### src/rtl/uart_rx_timing_pkg.sv
// Shared UART RX timing constants (prescale ratios, counter widths) and the 3-input majority helper.
package uart_rx_timing_pkg;

  localparam int PRESCALE_W_DEF = 6;
  localparam int EDGE_W_DEF     = 5;
  localparam int BIT_W_DEF      = 4;

  localparam logic [PRESCALE_W_DEF-1:0] PRESCALE_X8       = 6'd8;
  localparam logic [PRESCALE_W_DEF-1:0] PRESCALE_X16      = 6'd16;
  localparam logic [PRESCALE_W_DEF-1:0] PRESCALE_X32      = 6'd32;
  localparam logic [PRESCALE_W_DEF-1:0] PRESCALE_DEFAULT  = PRESCALE_X8;

  function automatic logic majority3(input logic a, input logic b, input logic c);
    return (a & b) | (a & c) | (b & c);
  endfunction

endpackage

### src/rtl/uart_rx_majority3.sv
// Registered 3-sample majority vote; produces the recovered bit and a one-cycle valid pulse.
module uart_rx_majority3
  import uart_rx_timing_pkg::*;
(
  input  logic clk,
  input  logic rst_n,
  input  logic sample,
  input  logic window_en,
  input  logic cap0,
  input  logic cap1,
  input  logic cap2,
  output logic sampled_bit,
  output logic samp_valid
);

  logic s0;
  logic s1;
  logic have0;
  logic have1;

  // The third sample goes straight into the vote, so only s0/s1 are stored;
  // have0/have1 track an uninterrupted window so a dropped window never votes.
  always_ff @(posedge clk or negedge rst_n) begin
    if (!rst_n) begin
      s0          <= 1'b1;
      s1          <= 1'b1;
      have0       <= 1'b0;
      have1       <= 1'b0;
      sampled_bit <= 1'b1;
      samp_valid  <= 1'b0;
    end else begin
      samp_valid <= 1'b0;
      if (!window_en) begin
        have0 <= 1'b0;
        have1 <= 1'b0;
      end else begin
        if (cap0) begin
          s0    <= sample;
          have0 <= 1'b1;
          have1 <= 1'b0;
        end
        if (cap1) begin
          s1    <= sample;
          have1 <= have0;
        end
        if (cap2) begin
          if (have1) begin
            sampled_bit <= majority3(s0, s1, sample);
            samp_valid  <= 1'b1;
          end
          have0 <= 1'b0;
          have1 <= 1'b0;
        end
      end
    end
  end

endmodule

### src/rtl/uart_rx_timing.sv
// UART RX oversampling counters, prescale latch and mid-bit majority sampling.
// Define UART_RX_SYNC_EN to add a 2-flop synchroniser on rx_in ahead of the sampler.
module uart_rx_timing
  import uart_rx_timing_pkg::*;
#(
  parameter int PRESCALE_W = PRESCALE_W_DEF,
  parameter int EDGE_W     = EDGE_W_DEF,
  parameter int BIT_W      = BIT_W_DEF
) (
  input  logic                  clk,
  input  logic                  rst_n,
  input  logic                  rx_in,
  input  logic [PRESCALE_W-1:0] prescale,
  input  logic                  enable,
  input  logic                  dat_samp_en,
  output logic [EDGE_W-1:0]     edge_cnt,
  output logic [BIT_W-1:0]      bit_cnt,
  output logic                  sampled_bit,
  output logic                  samp_valid
);

  logic [PRESCALE_W-1:0] prescale_q;
  logic [PRESCALE_W-1:0] prescale_legal;
  logic [PRESCALE_W-1:0] half;
  logic [PRESCALE_W-1:0] last_edge;
  logic [PRESCALE_W-1:0] edge_ext;
  logic                  rx_s;
  logic                  window_en;
  logic                  cap0;
  logic                  cap1;
  logic                  cap2;

`ifdef UART_RX_SYNC_EN
  logic sync_q1;
  logic sync_q2;

  always_ff @(posedge clk or negedge rst_n) begin
    if (!rst_n) begin
      sync_q1 <= 1'b1;
      sync_q2 <= 1'b1;
    end else begin
      sync_q1 <= rx_in;
      sync_q2 <= sync_q1;
    end
  end

  assign rx_s = sync_q2;
`else
  assign rx_s = rx_in;
`endif

  // Unsupported ratios fall back to x8 so the counters always wrap on a sane boundary.
  always_comb begin
    prescale_legal = PRESCALE_W'(PRESCALE_DEFAULT);
    case (prescale)
      PRESCALE_W'(PRESCALE_X8),
      PRESCALE_W'(PRESCALE_X16),
      PRESCALE_W'(PRESCALE_X32): prescale_legal = prescale;
      default:                   prescale_legal = PRESCALE_W'(PRESCALE_DEFAULT);
    endcase
  end

  // Ratio is only followed between frames; once enabled it is frozen.
  always_ff @(posedge clk or negedge rst_n) begin
    if (!rst_n) begin
      prescale_q <= PRESCALE_W'(PRESCALE_DEFAULT);
    end else if (!enable) begin
      prescale_q <= prescale_legal;
    end
  end

  assign edge_ext  = PRESCALE_W'(edge_cnt);
  assign half      = prescale_q >> 1;
  assign last_edge = prescale_q - PRESCALE_W'(1);

  always_ff @(posedge clk or negedge rst_n) begin
    if (!rst_n) begin
      edge_cnt <= '0;
      bit_cnt  <= '0;
    end else if (!enable) begin
      edge_cnt <= '0;
      bit_cnt  <= '0;
    end else if (edge_ext == last_edge) begin
      edge_cnt <= '0;
      if (bit_cnt != '1) begin
        bit_cnt <= bit_cnt + BIT_W'(1);
      end
    end else begin
      edge_cnt <= edge_cnt + EDGE_W'(1);
    end
  end

  assign window_en = enable & dat_samp_en;
  assign cap0      = window_en && (edge_ext == half - PRESCALE_W'(1));
  assign cap1      = window_en && (edge_ext == half);
  assign cap2      = window_en && (edge_ext == half + PRESCALE_W'(1));

  uart_rx_majority3 u_vote (
    .clk         (clk),
    .rst_n       (rst_n),
    .sample      (rx_s),
    .window_en   (window_en),
    .cap0        (cap0),
    .cap1        (cap1),
    .cap2        (cap2),
    .sampled_bit (sampled_bit),
    .samp_valid  (samp_valid)
  );

endmodule

### config.mk
export PLATFORM = sky130hd
export DESIGN_NAME = uart_rx_timing
export DESIGN_NICKNAME = d
export VERILOG_FILES = /design/src/rtl/uart_rx_timing_pkg.sv /design/src/rtl/uart_rx_majority3.sv /design/src/rtl/uart_rx_timing.sv
export SDC_FILE = /design/constraint.sdc
export NUM_CORES = 1
export LEC_CHECK = 0
export CORE_UTILIZATION = 55
export DETAILED_ROUTE_END_ITERATION = 12
export PLACE_DENSITY = 0.82
export SLEW_MARGIN = 25
export SYNTH_ARGS = -nofsm -noshare
export SYNTH_HDL_FRONTEND = slang
export SYNTH_SLANG_ARGS = --single-unit
export TNS_END_PERCENT = 20
### constraint.sdc
create_clock -name clk -period 4.6 [get_ports clk]
set_input_delay 0.92 -clock clk [delete_from_list [all_inputs] [get_ports clk]]
set_output_delay 0.92 -clock clk [all_outputs]
set_load 0.05 [all_outputs]
Word level (Yosys, flattened, before mapping)
Index checks and enable logic that the tools add are counted.
- bits in registers: 21
- bits of input ports: 11
- output and inout bits: 11
- word-level logic and storage cells: 56
- $add $sub $neg: 5
- equality and inequality tests: 12
- multiplexer cells: 16
- bitwise logic cells: 6
- reductions and logical operators: 8
- operators with widths (kind ; count):
    5-bit by 6-bit equality test with 1-bit output ; 3
    4-bit 2-to-1 mux ; 3
    1-bit 2-to-1 mux ; 10
    5-bit 2-to-1 mux ; 2
    4-bit inequality test, second input constant ; 2
    5-bit by 1-bit adder with 6-bit output, second input constant ; 1
    6-bit by 4-bit equality test with 1-bit output, second input constant ; 1
    6-bit by 5-bit equality test with 1-bit output, second input constant ; 1
    6-bit equality test, second input constant ; 1
    6-bit 2-to-1 mux ; 1
    2-bit AND reduction ; 3
    5-bit by 1-bit subtractor with 6-bit output, second input constant ; 1
    6-bit by 1-bit subtractor with 6-bit output, second input constant ; 1
    5-bit by 1-bit adder with 5-bit output, second input constant ; 1
    5-bit equality test ; 1
    4-bit by 1-bit adder with 4-bit output, second input constant ; 1
    1-bit bitwise AND ; 4
    2-bit by 1-bit inequality test with 1-bit output, second input constant ; 2
    1-bit logical AND ; 3
    3-bit inequality test, second input constant ; 1
    3-bit AND reduction ; 1
    3-bit OR reduction ; 1
    1-bit OR ; 2

Logic depth before layout (Yosys ltp)
Gate-level depths: netlist of run 1.
- depth after elaboration: 7
- gate-level depth with buffers: 7

By module
From an unflattened synthesis of run 1, not the netlist that was laid out.
- cells, all modules: 140
- area, all modules: 1347.5 sq um
- by module, submodules not included (module ; times used ; cells an instance ; area an instance (sq um) ; sequential area each (sq um)):
    uart_rx_timing ; 1 ; 121 ; 1099.8 ; 376.6
    uart_rx_majority3 ; 1 ; 19 ; 247.7 ; 153.9

Worst setup path before layout of run 1
OpenSTA, ideal clock, no wires.
- path kind: reg-to-reg
- from: reg prescale_q[1]
- to: reg bit_cnt[3]
- setup time: 0.126 ns
- data arrival time: 2.080 ns
- slack: 2.394 ns
- cell stages (with the launch flop): 8
- buffers on the path: 0
- clock period less this slack: 2.206 ns
- cell sequence: dfrtp_1 > inv_1 > ha_1 > nor2b_1 > or3_1 > a31o_1 > or3_1 > o311a_1
- longest elaborated chain between the ends: 4
- ends and longest elaborated chain (element ; RTL line ; text):
    from (decl) ; uart_rx_timing.sv:22 ; logic [PRESCALE_W-1:0] prescale_q;
    from (signal assigned) ; uart_rx_timing.sv:66 ; prescale_q <= PRESCALE_W'(PRESCALE_DEFAULT);
    from (signal assigned) ; uart_rx_timing.sv:68 ; prescale_q <= prescale_legal;
    6-bit by 1-bit subtractor with 6-bit output ; uart_rx_timing.sv:74 ; assign last_edge = prescale_q - PRESCALE_W'(1);
    5-bit by 6-bit equality test with 1-bit output ; uart_rx_timing.sv:83 ; end else if (edge_ext == last_edge) begin
    2-bit by 1-bit inequality test with 1-bit output (no line) ; n/a ;
    2-bit AND reduction (no line) ; n/a ;
    to (signal assigned) ; uart_rx_timing.sv:86 ; bit_cnt <= bit_cnt + BIT_W'(1);
    to (decl) ; uart_rx_timing.sv:17 ; output logic [BIT_W-1:0] bit_cnt,
Every way passes these cells.
A chain may end at the register's enable or synchronous reset.

Worst setup path in the final report of run 1
- from: reg edge_cnt[3]
- to: out edge_cnt[3]
- RTL lines (element ; RTL line ; text):
    from (decl) ; uart_rx_timing.sv:16 ; output logic [EDGE_W-1:0] edge_cnt,
    from (signal assigned) ; uart_rx_timing.sv:89 ; edge_cnt <= edge_cnt + EDGE_W'(1);
No word-level cell between the ends.

==> summary.txt, run 1 <==
Clock network
  • Setup Fix Bufs, Post-CTS: 0
  • Buffer cell driving the clock tree root: clkbuf_4
  • Clk sink count: 21
  • Worst-path clk slew: 0.12 ns
  • TritonCTS buffer count: 3
  • Source-to-sink clock delay at the later pin of the worst-skew pair: 0.30 ns
  • Maximum level of the CTS H-tree: 1
  • Number of buffers on the longest clock path: 2
  • Resized cells post-CTS: 0
  • # hold bufs at CTS: 0
  • CTS tree: yes

Pwr
  • Power density over cell area: 226.4 nW/µm²
  • Leakage component of the power: 0.0006711 µW
  • Worst supply voltage drop on vdd: 158.9 µV

STA
  • Top achievable clock speed: 376.9 MHz
  • Tcrit/Tclk final: 0.5767
  • Largest clock skew in the final design: 0.0007890 ns
  • Fin Hold WS: 0.5168 ns
  • Final Slew Violations: 0
  • Worst slew pin tran: 0.6775 ns
  • Minimum period implied by the final worst setup slack: 2.653 ns
  • Unrepaired setup endpoints after global routing: false
  • Final Hold Vio Count: 0
  • Count of final setup violators: 0
  • Worst max-slew margin expressed relative to the limit: 0.5436
  • Final total negative setup slack: 0 ns

Synthesis
  • Synth Area in XOR/XNOR: 0.1336
  • Async SR Flop Fraction: 1.000
  • Largest cells by area after synthesis: dfrtp_1, dfstp_2, xor2_1
  • Share of the synthesized area in compound gates (AO/OA/AOI/OAI): 0.1085
  • EDFF count, synth: 0
  • Most common cell in the synthesized netlist: dfrtp_1
  • Number of distinct library cells after synthesis: 42
  • Number of nets in the synthesized netlist: 156
  • Area of the mapped netlist: 1349 µm²
  • Synthesized-area fraction occupied by adder cells: 0.06308
  • Synthesis Warnings: 0
  • Synthesized area per cell: 9.704 µm²
  • Multiplexer fraction of the synthesized cell area: 0.05473
  • Gate Count Post-Synth: 139
  • Dominant combinational cell family by area after synthesis: simple AND/OR/NAND/NOR gates
  • Register bit total from synthesis: 21
  • Largest area contributor in the synthesized netlist: dfrtp_1
  • Most instantiated flip-flop cell in the synthesis netlist: dfrtp_1
  • Simple-gate portion of the synthesized area: 0.1985
  • Ranking of synthesized cells by instance count: dfrtp_1, nand2_1, nor2_1, xor2_1, inv_1
  • Post-synthesis sequential area ratio: 0.3933
  • Area share of the largest cell type after synthesis: 0.3154

Final layout
  • Final Core Density: 0.7031
  • Largest register by flop count: prescale_q
  • Layout cell share with drive strength beyond 1: 0.08917
  • Registers with the most flip-flops: prescale_q x6, edge_cnt x5, bit_cnt x4
  • Filler Cells Inserted: 186
  • Antenna cells: 0
  • Flip-flop count of the largest register, all copies and words added: 6
  • Post-layout nets: 175
  • Sequential standard cell area: 530.5 µm²
  • Final cell count without fillers: 185
  • Area growth, synth to finish: 17.53%
  • Total area of multi-input combinational cells: 753.2 µm²

GRT
  • Via count of the first global-routing pass: 1088
  • Global routing usage summed across all routing layers: 0.2448
  • Global-route wire length before repair: 4754 µm
  • Antenna violations before repair: 0
  • Pin count of the biggest net entering global routing: 22
  • Grt total ovfl: 0

Worst setup path
  • Largest stage delay on the critical path: 0.87 ns
  • Reg-to-reg critical path startpoint: prescale_q[1]
  • CP startpoint: edge_cnt[3]
  • Category of the worst setup path capture point: primary output
  • Arrival time at the worst endpoint: 1.73 ns
  • CP max-delay cell: clkdlybuf4s50_1
  • Critical path, cell by cell: clkdlybuf4s50_1
  • Startpoint-to-endpoint class of the critical path: reg -> out
  • Register-to-register setup slack: 2.09 ns
  • Number of buffer and inverter instances along the worst setup path: 1
  • Reg2Reg Depth: 7
  • Endpoint of the worst register-to-register path: edge_cnt[4]
  • Required time at the endpoint of the critical path: 3.68 ns
  • Category of cells accounting for the largest share of critical-path delay: buffers and inverters
  • Highest fanout seen on the critical path: 10
  • Category of the worst setup path launch point: flop

Die
  • Die span in x: 51.52 µm
  • Initial cell density of the core: 0.5982
  • Row cnt: 17
  • Die outline area: 2654 µm²
  • Die Height: 51.52 µm
  • Top Ports: 22
  • Core region area: 2255 µm²

Routing
  • Antenna Violating Nets Remaining: 0
  • 1st-iter DRT viols: 16
  • Total via count after detailed routing: 1095
  • Pre-Repair DR Iteration Count: 4
  • # DRC: 0
  • Detailed-route wire length: 2843 µm
  • Final routed wire length divided by cell count: 15.37 µm
  • Via-to-Cell Ratio: 5.919

Run
  • Max-Cap Viols: 0

Placed design
  • Final HPWL from detailed placement: 2232 µm
  • Number of port buffers: 21
  • Placed cell count: 181
  • Routability-driven placement congestion ratio: 0.8204

Hold path
  • Hold EP: u_vote.have1
  • Min-delay src: u_vote.have0
  • Hold crit path type: reg -> reg
  • Worst hold path depth: 2

Status
  • Status: finished clean
## area by class of cell
| type | instances | share of cell area |
|---|---|---|
| Multi-Input combinational cell | 102 | 0.4751 |
| Timing Repair Buffer | 21 | 0.1294 |
| Clock inverter | 1 | 0.003157 |
| Clock buffer | 3 | 0.01421 |
| Inverter | 9 | 0.02131 |
| Sequential cell | 21 | 0.3346 |
| Tap cell | 28 | 0.02210 |
## kinds of logic after synthesis
kind of cell	after synthesis
and+or+nand+nor	49
DFF	21
AOI/OAI and AO/OA	20
xor gates and xnor gates	19
buffers and inverters	16
muxes	7
adders and majority gates	7
## metrics by stage
step | setup slack, ns | instance area (µm²) | total power [µW]
after floorplan | 2.394 | 1349 | 249.7
after global placement | 1.979 | 1563 | 271.0
after detailed placement | 1.894 | 1563 | 274.9
after CTS | 1.931 | 1590 | 362.9
after global routing | 1.883 | 1585 | 373.8
final | 1.947 | 1585 | 359.0
## worst reg2reg max path, delay by kind of cell (launching register included)
kind | cells | cell delay [ns]
AND/OR/NAND/NOR | 3 | 0.61
adder cells (fa/ha/maj) | 1 | 0.25
AO/OA/AOI/OAI | 2 | 0.83
flip-flops | 1 | 0.53
buffers and inverters | 1 | 0.16
## how the worst max path moves through the flow
stage | endpoint | cells after the start | slack, ns
global placement | u_vote.s1 | 4 | 1.98
global route | edge_cnt[3] | 1 | 1.88
floorplan | bit_cnt[3] | 7 | 2.39
detailed placement | u_vote.s1 | 4 | 1.89
finish | edge_cnt[3] | 1 | 1.95
CTS | edge_cnt[3] | 1 | 1.93
## report_power, final
part,switching (µW),internal [µW]
Clock,56.2,32.4
Combinational,32.1,29.6
Sequential,10.9,198
## cell usage in the layout, fill, tap and decap left out, types with 2 or more instances in the layout
cell type and count:
xor2_1 10, mux2i_1 4, a211oi_1 2, or3_1 3, nor3_1 4, dfstp_2 4, nand2_1 10, mux2_2 2
o2111ai_1 2, nand3_1 7, clkbuf_4 3, inv_1 9, a21oi_1 2, xnor2_1 8, o31ai_1 3, nand2b_1 3
nor2b_1 3, ha_1 6, dfrtp_1 17, nor2_1 10, o21ai_0 4, clkdlybuf4s50_1 20
## metal layers
layer  share of wire  track usage
met4           0.014      0.08108
met2            0.54       0.4307
met3           0.025      0.04094
met1            0.42       0.3021
met5               0            0
Power figures use the tool's default switching activity.
==> run 2: changes to the inputs <==
--- a/config.mk
+++ b/config.mk
@@ -5,9 +5,9 @@
 export SDC_FILE = /design/constraint.sdc
 export NUM_CORES = 1
 export LEC_CHECK = 0
-export CORE_UTILIZATION = 55
+export CORE_UTILIZATION = 47
 export DETAILED_ROUTE_END_ITERATION = 12
-export PLACE_DENSITY = 0.82
+export PLACE_DENSITY = 0.74
 export SLEW_MARGIN = 25
 export SYNTH_ARGS = -nofsm -noshare
 export SYNTH_HDL_FRONTEND = slang
==> constraint.sdc (replaced) <==
create_clock -name clk -period 2.25 [get_ports clk]
set_input_delay 0.45 -clock clk [delete_from_list [all_inputs] [get_ports clk]]
set_output_delay 0.45 -clock clk [all_outputs]
set_load 0.05 [all_outputs]
==> run 2 against run 1 <==
Net effect:
- core utilization down 8.8 points
- sequential cell count unchanged
- total power up 110%
- die area up 16%
- wire length down 4.7%
- worst setup slack worse by 1.9 ns
- global-route usage down 6.3 points
- combinational power up 120%
- register-to-register slack worse by 2.0 ns
- via count up 0.64%
- largest power group unchanged
- largest cell class unchanged
- cell area up 6.2%
==> summary.txt, run 2 (synthesis results as in run 1) <==
GRT
  • Pin count of the biggest net entering global routing: 22 (unchanged)
  • Global-route wire length before repair: 4547 µm (-4.4%)
  • Antenna violations before repair: 0 (unchanged)
  • Grt total ovfl: 0 (unchanged)
  • Via count of the first global-routing pass: 1106 (+1.7%)
  • Global routing usage summed across all routing layers: 0.1822 (-0.06267)

Clock network
  • Worst-path clk slew: 0.12 ns (about the same)
  • Maximum level of the CTS H-tree: 1 (unchanged)
  • Buffer cell driving the clock tree root: clkbuf_4
  • Number of buffers on the longest clock path: 2 (unchanged)
  • Clk sink count: 21 (unchanged)
  • Source-to-sink clock delay at the later pin of the worst-skew pair: 0.31 ns (about the same)
  • CTS tree: yes
  • TritonCTS buffer count: 3 (unchanged)

Pwr
  • Worst supply voltage drop on vdd: 436.4 µV (+170%)
  • Leakage component of the power: 0.0007429 µW (+11%)
  • Clock share of power: 0.246 (about the same)
  • Internal power: 538.8 µW (+110%)
  • Switching pwr: 207.4 µW (+110%)
  • Gate power share: 0.182 (+0.010)
  • Power density over cell area: 443.4 nW/µm² (+96%)
  • Switching power as a share of total power: 0.2779 (+0.001731)
  • Sequential group share of total power: 0.571 (-0.010)

Routing
  • 1st-iter DRT viols: 28 (+12)
  • Total via count after detailed routing: 1102 (+0.64%)
  • Final routed wire length divided by cell count: 13.97 µm (-9.1%)
  • Via-to-Cell Ratio: 5.680 (-4.0%)
  • Detailed-route wire length: 2710 µm (-4.7%)
  • # DRC: 0 (unchanged)
  • Pre-Repair DR Iteration Count: 4 (unchanged)
  • Antenna Violating Nets Remaining: 0 (unchanged)

Die
  • Die outline area: 3088 µm² (+16%)
  • Die span in x: 55.57 µm (+7.9%)
  • Die Height: 55.57 µm (+7.9%)
  • Core region area: 2734 µm² (+21%)
  • Top Ports: 22 (unchanged)
  • Row cnt: 19 (+2)
  • Initial cell density of the core: 0.4934 (-0.1049)

Worst setup path
  • Reg2Reg Depth: 7 (unchanged)
  • Category of cells accounting for the largest share of critical-path delay: buffers and inverters
  • Required time at the endpoint of the critical path: 1.80 ns (-1.88 ns)
  • Arrival time at the worst endpoint: 1.71 ns (-0.02 ns)
  • CP max-delay cell: clkdlybuf4s50_1
  • Category of the worst setup path capture point: primary output
  • Endpoint of the worst register-to-register path: bit_cnt[3]
  • Startpoint-to-endpoint class of the critical path: reg -> out
  • Critical path, cell by cell: clkdlybuf4s50_1
  • Number of buffer and inverter instances along the worst setup path: 1 (unchanged)
  • Register-to-register setup slack: 0.10 ns (-1.99 ns)
  • Category of the worst setup path launch point: flop
  • Highest fanout seen on the critical path: 7 (-3)
  • Largest stage delay on the critical path: 0.87 ns (about the same)
  • Reg-to-reg critical path startpoint: prescale_q[0]
  • Instance count on the critical path: 1 (unchanged)

Final layout
  • Largest register by flop count: prescale_q
  • Registers with the most flip-flops: prescale_q x6, edge_cnt x5, bit_cnt x4
  • Flip-flop count of the largest register, all copies and words added: 6 (unchanged)
  • Post-layout nets: 181 (+3.4%)
  • Final cell count without fillers: 194 (+4.9%)
  • Antenna cells: 0 (unchanged)
  • Final Core Density: 0.6156 (-0.08755)
  • Area growth, synth to finish: 24.77%
  • Leading cell types in the layout, fill and taps excluded: clkdlybuf4s50_1, dfrtp_1, nand2_1, xor2_1, nor2_1
  • Most common library cell in the layout ignoring fill and taps: clkdlybuf4s50_1
  • Layout cell share with drive strength beyond 1: 0.1472 (+0.05807)

Placed design
  • Routability-driven placement congestion ratio: 0.8786 (+7.1%)
  • Number of port buffers: 21 (unchanged)
  • Final HPWL from detailed placement: 2008 µm (-10%)
  • Placed cell count: 189 (+4.4%)

STA
  • Minimum period implied by the final worst setup slack: 2.156 ns
  • Tcrit/Tclk final: 0.9584
  • Top achievable clock speed: 463.7 MHz
  • Final Hold Vio Count: 0 (unchanged)
  • Worst max-slew margin expressed relative to the limit: 0.6599 (+0.1163)
  • Largest clock skew in the final design: 0.01200 ns (+0.01121 ns)
  • Final Slew Violations: 0 (unchanged)
  • Unrepaired setup endpoints after global routing: true
  • Count of final setup violators: 0 (unchanged)
  • Worst slew pin tran: 0.5094 ns (-0.1681 ns)

Hold path
  • Hold crit path type: in -> async

Status
  • Status: finished clean

Run
  • Max-Cap Viols: 0 (unchanged)
## run 2: worst max-delay path by stage
stage                             start     endpoint  slack (ns)
after floorplan           prescale_q[1]   bit_cnt[3]        0.04
after detailed placement  prescale_q[0]   bit_cnt[3]        0.04
final                       edge_cnt[0]  edge_cnt[0]        0.09
after CTS                 prescale_q[0]   bit_cnt[1]        0.03
after global routing      prescale_q[0]   bit_cnt[3]      -0.002
after global placement    prescale_q[0]   bit_cnt[3]        0.11
## run 2: timing repair
action / in CTS / in global routing
endpoints found under the setup margin: 0 / 8
gates resized for setup: 0 / 9
hold endpoints to repair: 0 / 0
hold buffers: 0 / 0
setup buffers: 0 / 1
## run 2: cell type report
class	instances	area, µm²
multi-input cells	102	792.0
fillers	231	1051
well taps	31	38.79
repair buffers	27	260.3
inverters	9	33.78
clock buffers	3	22.52
clock inverters	1	5.005
flip-flops and latches	21	530.5
## run 2: worst reg2reg max path: stages (launching register included)
cell and delay [ns]:
dfrtp_1 0.42, inv_2 0.06, ha_2 0.20, nor2b_1 0.13, or3_1 0.36, a31o_4 0.25, or3_1 0.36, o311a_1 0.29
## run 2: power groups by stage
stage / sequential (µW) / combinational (µW) / clock [µW]
2_1_floorplan: 440 / 70.8 / 0
3_3_place_gp: 431 / 127 / 0
3_5_place_dp: 433 / 130 / 0
4_1_cts: 426 / 131 / 190
5_1_grt: 429 / 148 / 203
6_report: 426 / 136 / 184
## run 2: layer usage
metal | vias to the layer above | routed length, µm | track usage
li1 | 536 | - | -
met1 | 531 | 1222 | 0.2281
met2 | 29 | 1318 | 0.2960
met3 | 6 | 130 | 0.05349
met4 | 0 | 38 | 0.07143
met5 | - | 0 | 0
## run 2: metrics by stage
| stage | area, µm² | TNS [ns] | power [µW] | worst slack, ns | hold slack (ns) |
|---|---|---|---|---|---|
| floorplan | 1349 | 0 | 510.5 | 0.04438 | 0.1544 |
| global placement | 1604 | 0 | 558.1 | 0.1119 | 0.4644 |
| detailed placement | 1604 | 0 | 563.4 | 0.03974 | 0.4778 |
| CTS | 1632 | 0 | 746.3 | 0.03120 | 0.4671 |
| global route | 1683 | -0.001727 | 779.4 | -0.001727 | 0.4825 |
| finish | 1683 | 0 | 746.2 | 0.09359 | 0.4565 |
